File: src/rtl/flash_cmd_pkg.sv
// Shared definitions for the SCLK-domain flash command executor:
// command codes, FSM states and the erase fill pattern.
package flash_cmd_pkg;

  localparam logic [2:0] CMD_IDLE       = 3'd0;
  localparam logic [2:0] CMD_READ       = 3'd1;
  localparam logic [2:0] CMD_WRITE      = 3'd2;
  localparam logic [2:0] CMD_ROW_WRITE  = 3'd3;
  localparam logic [2:0] CMD_ERASE      = 3'd4;
  localparam logic [2:0] CMD_MASS_ERASE = 3'd5;

  typedef enum logic [2:0] {
    ST_IDLE,
    ST_RD_ISSUE,
    ST_RD_WAIT,
    ST_PROG,
    ST_PROG_WAIT,
    ST_DONE
  } state_t;

  // Erased words read back as all ones.
  localparam logic ERASE_FILL_BIT = 1'b1;

  function automatic logic is_prog_cmd(
    input logic [2:0] c
  );
    return (c == CMD_WRITE)     ||
           (c == CMD_ROW_WRITE) ||
           (c == CMD_ERASE)     ||
           (c == CMD_MASS_ERASE);
  endfunction

endpackage

File: src/rtl/flash_cmd_exec_sclk_prog_timer.sv
// flash_prog_timer: loadable down-counter, word_done_sclk is high in
// the last of WR_CYCLES cycles following a load (SCLK, RESETn_sclk).
module flash_prog_timer #(
  parameter int WR_CYCLES = 3
) (
  input  logic SCLK,
  input  logic RESETn_sclk,
  input  logic load_sclk,
  output logic word_done_sclk
);

  localparam int CW = $clog2(WR_CYCLES + 1);

  logic [CW-1:0] cnt;
  logic          run;

  always_ff @(posedge SCLK or negedge RESETn_sclk) begin
    if (!RESETn_sclk) begin
      cnt <= '0;
      run <= 1'b0;
    end else if (load_sclk) begin
      cnt <= CW'(WR_CYCLES - 1);
      run <= 1'b1;
    end else if (run) begin
      if (cnt == '0) begin
        run <= 1'b0;
      end else begin
        cnt <= cnt - 1'b1;
      end
    end
  end

  assign word_done_sclk = run && (cnt == '0);

endmodule

File: src/rtl/flash_cmd_exec_sclk.sv
// SCLK-domain command executor: sequences READ / program / erase word
// accesses on a single-port array and returns rdata, resp and a done
// pulse. Ports: SCLK, RESETn_sclk, cmd_valid/cmd/addr/wdata/abort in,
// busy/done/resp/rdata out, mem_cs/we/addr/wdata out, mem_rdata in.
// Optional FLASH_WRPROT_EN adds wp_sclk, which blocks all programs.
module flash_cmd_exec_sclk #(
  parameter int ADDR_W    = 10,
  parameter int DATA_W    = 10,
  parameter int ROW_WORDS = 16,
  parameter int WR_CYCLES = 3,
  parameter int READ_LAT  = 2
) (
  input  logic              SCLK,
  input  logic              RESETn_sclk,
  input  logic              cmd_valid_sclk,
  input  logic [2:0]        cmd_sclk,
  input  logic [ADDR_W-1:0] addr_sclk,
  input  logic [DATA_W-1:0] wdata_sclk,
  input  logic              abort_sclk,
`ifdef FLASH_WRPROT_EN
  input  logic              wp_sclk,
`endif
  output logic              busy_sclk,
  output logic              done_sclk,
  output logic              resp_sclk,
  output logic [DATA_W-1:0] rdata_sclk,
  output logic              mem_cs_sclk,
  output logic              mem_we_sclk,
  output logic [ADDR_W-1:0] mem_addr_sclk,
  output logic [DATA_W-1:0] mem_wdata_sclk,
  input  logic [DATA_W-1:0] mem_rdata_sclk
);

  import flash_cmd_pkg::*;

  localparam int RL_W = $clog2(READ_LAT + 1);
  localparam int WC_W = ADDR_W + 1;

  localparam logic [ADDR_W-1:0] ROW_MASK =
    ~ADDR_W'(ROW_WORDS - 1);
  localparam logic [WC_W-1:0] N_ONE = WC_W'(1);
  localparam logic [WC_W-1:0] N_ROW = WC_W'(ROW_WORDS);
  localparam logic [WC_W-1:0] N_ALL =
    {1'b1, {ADDR_W{1'b0}}};
  localparam logic [DATA_W-1:0] FILL =
    {DATA_W{ERASE_FILL_BIT}};

  state_t state, state_d;

  logic [WC_W-1:0]   wcnt, wcnt_d;
  logic [RL_W-1:0]   rdcnt, rdcnt_d;
  logic              abort_seen, abort_d;
  logic              busy_d, done_d, resp_d;
  logic              cs_d, we_d;
  logic [ADDR_W-1:0] addr_d;
  logic [DATA_W-1:0] wdata_d, rdata_d;
  logic              load, word_done;
  logic              wp, abort_now;
  logic              is_rd, is_pg;

`ifdef FLASH_WRPROT_EN
  assign wp = wp_sclk;
`else
  assign wp = 1'b0;
`endif

  flash_prog_timer #(
    .WR_CYCLES (WR_CYCLES)
  ) u_timer (
    .SCLK           (SCLK),
    .RESETn_sclk    (RESETn_sclk),
    .load_sclk      (load),
    .word_done_sclk (word_done)
  );

  always_comb begin
    state_d   = state;
    wcnt_d    = wcnt;
    rdcnt_d   = rdcnt;
    abort_d   = abort_seen;
    busy_d    = busy_sclk;
    done_d    = 1'b0;
    resp_d    = resp_sclk;
    rdata_d   = rdata_sclk;
    cs_d      = 1'b0;
    we_d      = 1'b0;
    addr_d    = mem_addr_sclk;
    wdata_d   = mem_wdata_sclk;
    load      = 1'b0;
    abort_now = abort_seen | abort_sclk;
    is_rd     = (cmd_sclk == CMD_READ);
    is_pg     = is_prog_cmd(cmd_sclk) && !wp;

    unique case (state)
      ST_IDLE: begin
        busy_d = 1'b0;
        if (cmd_valid_sclk) begin
          busy_d = 1'b1;
          unique case (1'b1)
            is_rd: begin
              state_d = ST_RD_ISSUE;
              cs_d    = 1'b1;
              addr_d  = addr_sclk;
            end
            is_pg: begin
              state_d = ST_PROG;
              cs_d    = 1'b1;
              we_d    = 1'b1;
              load    = 1'b1;
              abort_d = 1'b0;
              case (cmd_sclk)
                CMD_WRITE: begin
                  addr_d  = addr_sclk;
                  wdata_d = wdata_sclk;
                  wcnt_d  = N_ONE;
                end
                CMD_ROW_WRITE: begin
                  addr_d  = addr_sclk & ROW_MASK;
                  wdata_d = wdata_sclk;
                  wcnt_d  = N_ROW;
                end
                CMD_ERASE: begin
                  addr_d  = addr_sclk & ROW_MASK;
                  wdata_d = FILL;
                  wcnt_d  = N_ROW;
                end
                default: begin
                  addr_d  = '0;
                  wdata_d = FILL;
                  wcnt_d  = N_ALL;
                end
              endcase
            end
            default: begin
              // Unknown code or write-protected program.
              state_d = ST_DONE;
              done_d  = 1'b1;
              resp_d  = 1'b1;
            end
          endcase
        end
      end
      ST_RD_ISSUE: begin
        state_d = ST_RD_WAIT;
        rdcnt_d = RL_W'(READ_LAT - 1);
      end
      ST_RD_WAIT: begin
        if (rdcnt == '0) begin
          rdata_d = mem_rdata_sclk;
          state_d = ST_DONE;
          done_d  = 1'b1;
          resp_d  = 1'b0;
        end else begin
          rdcnt_d = rdcnt - 1'b1;
        end
      end
      ST_PROG, ST_PROG_WAIT: begin
        abort_d = abort_now;
        if (word_done) begin
          // An abort lets the current word finish, then stops.
          if (abort_now || (wcnt == N_ONE)) begin
            state_d = ST_DONE;
            done_d  = 1'b1;
            resp_d  = abort_now;
          end else begin
            state_d = ST_PROG;
            cs_d    = 1'b1;
            we_d    = 1'b1;
            load    = 1'b1;
            addr_d  = mem_addr_sclk + 1'b1;
            wcnt_d  = wcnt - 1'b1;
          end
        end else begin
          state_d = ST_PROG_WAIT;
        end
      end
      ST_DONE: begin
        state_d = ST_IDLE;
        busy_d  = 1'b0;
      end
      default: begin
        state_d = ST_IDLE;
        busy_d  = 1'b0;
      end
    endcase
  end

  always_ff @(posedge SCLK or negedge RESETn_sclk) begin
    if (!RESETn_sclk) begin
      state          <= ST_IDLE;
      wcnt           <= '0;
      rdcnt          <= '0;
      abort_seen     <= 1'b0;
      busy_sclk      <= 1'b0;
      done_sclk      <= 1'b0;
      resp_sclk      <= 1'b0;
      rdata_sclk     <= '0;
      mem_cs_sclk    <= 1'b0;
      mem_we_sclk    <= 1'b0;
      mem_addr_sclk  <= '0;
      mem_wdata_sclk <= '0;
    end else begin
      state          <= state_d;
      wcnt           <= wcnt_d;
      rdcnt          <= rdcnt_d;
      abort_seen     <= abort_d;
      busy_sclk      <= busy_d;
      done_sclk      <= done_d;
      resp_sclk      <= resp_d;
      rdata_sclk     <= rdata_d;
      mem_cs_sclk    <= cs_d;
      mem_we_sclk    <= we_d;
      mem_addr_sclk  <= addr_d;
      mem_wdata_sclk <= wdata_d;
    end
  end

endmodule
File: config.mk
export PLATFORM = sky130hd
export DESIGN_NAME = flash_cmd_exec_sclk
export DESIGN_NICKNAME = d
export VERILOG_FILES = /design/src/rtl/flash_cmd_pkg.sv /design/src/rtl/flash_cmd_exec_sclk_prog_timer.sv /design/src/rtl/flash_cmd_exec_sclk.sv
export SDC_FILE = /design/constraint.sdc
export NUM_CORES = 1
export LEC_CHECK = 0
export BUFFER_PORTS_ARGS = -buffer_cell sky130_fd_sc_hd__buf_2
export CAP_MARGIN = 20
export CORE_UTILIZATION = 49
export CTS_BUF_LIST = sky130_fd_sc_hd__clkbuf_8
export DETAILED_ROUTE_END_ITERATION = 6
export PLACE_DENSITY = 0.78
export SLEW_MARGIN = 10
export SYNTH_ARGS = -nofsm -noshare
export SYNTH_HDL_FRONTEND = slang
export SYNTH_SLANG_ARGS = --single-unit
File: constraint.sdc
create_clock -name SCLK -period 1.95 [get_ports SCLK]
set_input_delay 0.0975 -clock SCLK [delete_from_list [all_inputs] [get_ports SCLK]]
set_output_delay 0.0975 -clock SCLK [all_outputs]
set_load 0.01 [all_outputs]
==> results.ini <==
[yosys]
synth.cell_area_sq_um=2770
post-synth-top-count-cell=dfrtp_1
dominantRegCellSynth=dfrtp_1
async_flop_share=1.00
yosysTopAreaCellShare=0.498
largest_area_contributor_in_the_netlist=dfrtp_1
ys_seq_elements=55
synth_sequential_area_ratio=0.498
synth_cell_type_count=51
synth_commonest_cells=dfrtp_1, nor2_1, nand2_1
synth-warning-count=0
count_of_flip_flops_with_a_built_in_enable_after_synthesis=0
synthesized_netlist_net_count=313
area_contributors_post_synth=dfrtp_1, o22a_1, mux2_2
netlist_instances=271
syn_avg_cell_area_sq_um=10.2

[outcome]
run_status=finished, violations left
failed_checks=setup timing

[sta]
max_slew_violations=0
fin_skew_ns=0.00782
setup_viol=29
fin_ws_ns=-0.254
rsz0062_at_grt=true
finalSetupTns_ns=-5.71
highest_clock_rate_mhz=454
final_hold_viol_count=0
slew_headroom=0.583
max_slew.worst_pin.slew_ns=0.626
fin_crit_ns=2.20
post-route-period-util=1.13

[finish]
share_of_layout_cells_above_drive_strength_1=0.402
num-fill-cells=406
antenna-diode-count=0
synthToLayoutAreaGrowth_pct=38.3
layout.nets=429

[routing]
dr_wl_met3_microns=278
drt_wl_total_mm=7.20
routedLengthMet1_mm=3.16
met2_wirelength_mm=3.64
topRoutingLayerUsed=met4
drtPass1Iterations=4
drt-initial-drc-count=170
ratio_of_routed_vias_to_standard_cells=5.66
route.vias.total=2590
antenna_left=0
route.detailed.drc=0
drt-wirelength-per-cell_microns=15.7

[global_route]
grt_antenna_before_repair=0
grt_remaining_overflow=0
grt_max_degree=31
all_layer_global_routing_usage=0.243
via_count_of_the_first_global_routing_pass=2500
grt_first_pass_wirelength_mm=11.5

[worst_setup_path]
end_kind=flip-flop
req_time_crit_path_ns=2.16
worstPathCellList=inv_2 -> ha_4 -> or4b_4 -> o41a_4 -> buf_6 -> a21oi_4 -> nor2_1 -> o22a_1
cp.arrival_ns=2.41
worst-path-max-fanout=7
crit_slowest_cell=or4b_4
start_kind=flip-flop
longest_individual_stage_delay_on_the_worst_path_ns=0.47
worst-setup-path-type=flip-flop to flip-flop

[clock_network]
sinks_on_clock_net=55
ctsLongestPathBuffers=2
number_of_cts_inserted_buffers=5
clock-root-buffer=clkbuf_8
tritoncts=yes
clk_latency_ns=0.31
path_clk_slew_ns=0.10
cts-htree-levels=2

[die]
boundaryPins=72
row_count=26
chipWidth_microns=77.1
starting_density=0.525
fp.coreArea_sq_um=5270
design.die.area_sq_um=5950
die_h_microns=77.1

[pwr]
power_density_nw_per_um2=1420
peak_ir_drop_on_the_vdd_network_v=0.000736
p_leak_nw=1.75
total_power_mw=5.42

[job]
drv.max_cap_violation_count=0

[placement]
gpl.final_weighted_congestion=0.901
place.port_buffers=71
dp_worst_setup_slack_ns=-0.200
half_perimeter_wire_length_after_detailed_placement_mm=4.82

[hold_path]
min_path_type=input port to flip-flop

[worst paths after layout]
check / startpoint / endpoint / slack (ns) / cells past startpoint
min in group asynchronous: RESETn_sclk / mem_addr_sclk[1]$_DFFE_PN0P_ / 0.33 / 2
min: wdata_sclk[4] / mem_wdata_sclk[4]$_DFFE_PN0P_ / 0.007 / 2
max reg2reg: wcnt[1]$_DFFE_PN0P_ / wcnt[10]$_DFFE_PN0P_ / -0.25 / 8
min reg2reg: rdata_sclk[1]$_DFFE_PN0P_ / rdata_sclk[1]$_DFFE_PN0P_ / 0.51 / 1
max in group asynchronous: RESETn_sclk / state[1]$_DFFE_PN0P_ / 1.04 / 3
max: wcnt[1]$_DFFE_PN0P_ / wcnt[10]$_DFFE_PN0P_ / -0.25 / 8
[routing by layer]
metal	vias to the layer above	global-route usage
li1	1235	-
met1	1264	0.312
met2	79	0.416
met3	12	0.0393
met4	0	0.0811
met5	-	0
[flip-flops by register name, summed over array words and instances, names as in the netlist]
| signal | flops |
|---|---|
| state | 3 |
| done_sclk | 1 |
| u_timer.cnt | 2 |
| wcnt | 11 |
| u_timer.run | 1 |
| rdata_sclk | 10 |
| mem_cs_sclk | 1 |
| abort_seen | 1 |
| mem_wdata_sclk | 10 |
| busy_sclk | 1 |
| resp_sclk | 1 |
| mem_we_sclk | 1 |
| rdcnt | 2 |
| mem_addr_sclk | 10 |
[final cells by class]
class,instances,area [sq um],area share
multi-input cells,194,1440,0.375
flip-flops and latches,55,1380,0.360
repair buffers,119,797,0.208
well taps,70,87.6,0.0229
clock buffers,5,68.8,0.0180
inverters,12,47.5,0.0124
clock inverters,3,12.5,0.00327
[cell usage in the layout, fill, tap and decap left out, types with 3 or more instances in the layout]
cell type and count:
a21oi_1 14, a21oi_2 5, a31oi_1 5, buf_12 3, buf_2 71, buf_4 30, buf_6 5, clkbuf_8 5
dfrtp_1 55, dlygate4sd3_1 10, ha_1 4, inv_1 11, mux2_2 10, mux2i_1 6, nand2_1 16, nand2b_1 5
nand3_1 7, nor2_1 26, nor2b_1 3, nor3_1 5, o21ai_0 9, o21ai_1 3, o22a_1 15, o32a_1 3
[power breakdown]
part,internal [mW],leakage (nW),switching (mW)
Clock,0.243,0.0505,0.366
Combinational,1.36,1.04,1.52
Sequential,1.61,0.659,0.325
[per-stage QoR]
step,cells,util,cell area [sq um],hold slack [ns]
final,458,0.726,3830,0.00730
after global routing,458,0.726,3830,0.00593
after CTS,457,0.705,3720,0.00125
after detailed placement,436,0.654,3450,0.146
after global placement,436,0.654,3450,0.144
after floorplan,271,-,2770,-0.198
[logic make-up (layout without fill, tap and decap cells)]
family / Yosys count / count (layout) / share of synthesized area
and+or+nand+nor: 92 / 92 / 0.166
AOI/OAI and AO/OA: 78 / 78 / 0.209
DFF: 55 / 55 / 0.498
buffers and inverters: 22 / 139 / 0.0339
muxes: 16 / 16 / 0.0624
adders and majority gates: 5 / 5 / 0.0226
xor gates and xnor gates: 3 / 3 / 0.00950
[critical path: cells and delay by family, from the launching register on]
family | cells | cell delay (ns)
adder cells (fa/ha/maj) | 1 | 0.12
AND/OR/NAND/NOR | 2 | 0.54
AO/OA/AOI/OAI | 3 | 0.82
flip-flops | 1 | 0.40
buffers and inverters | 2 | 0.23
[what timing repair did]
action,CTS,global route
resized for setup,13,25
pin swaps,6,12
endpoints found under the setup margin,28,41
hold endpoints to repair,34,0
hold buffers,10,0
setup buffers,3,1
(Power assumes the default switching activity.)
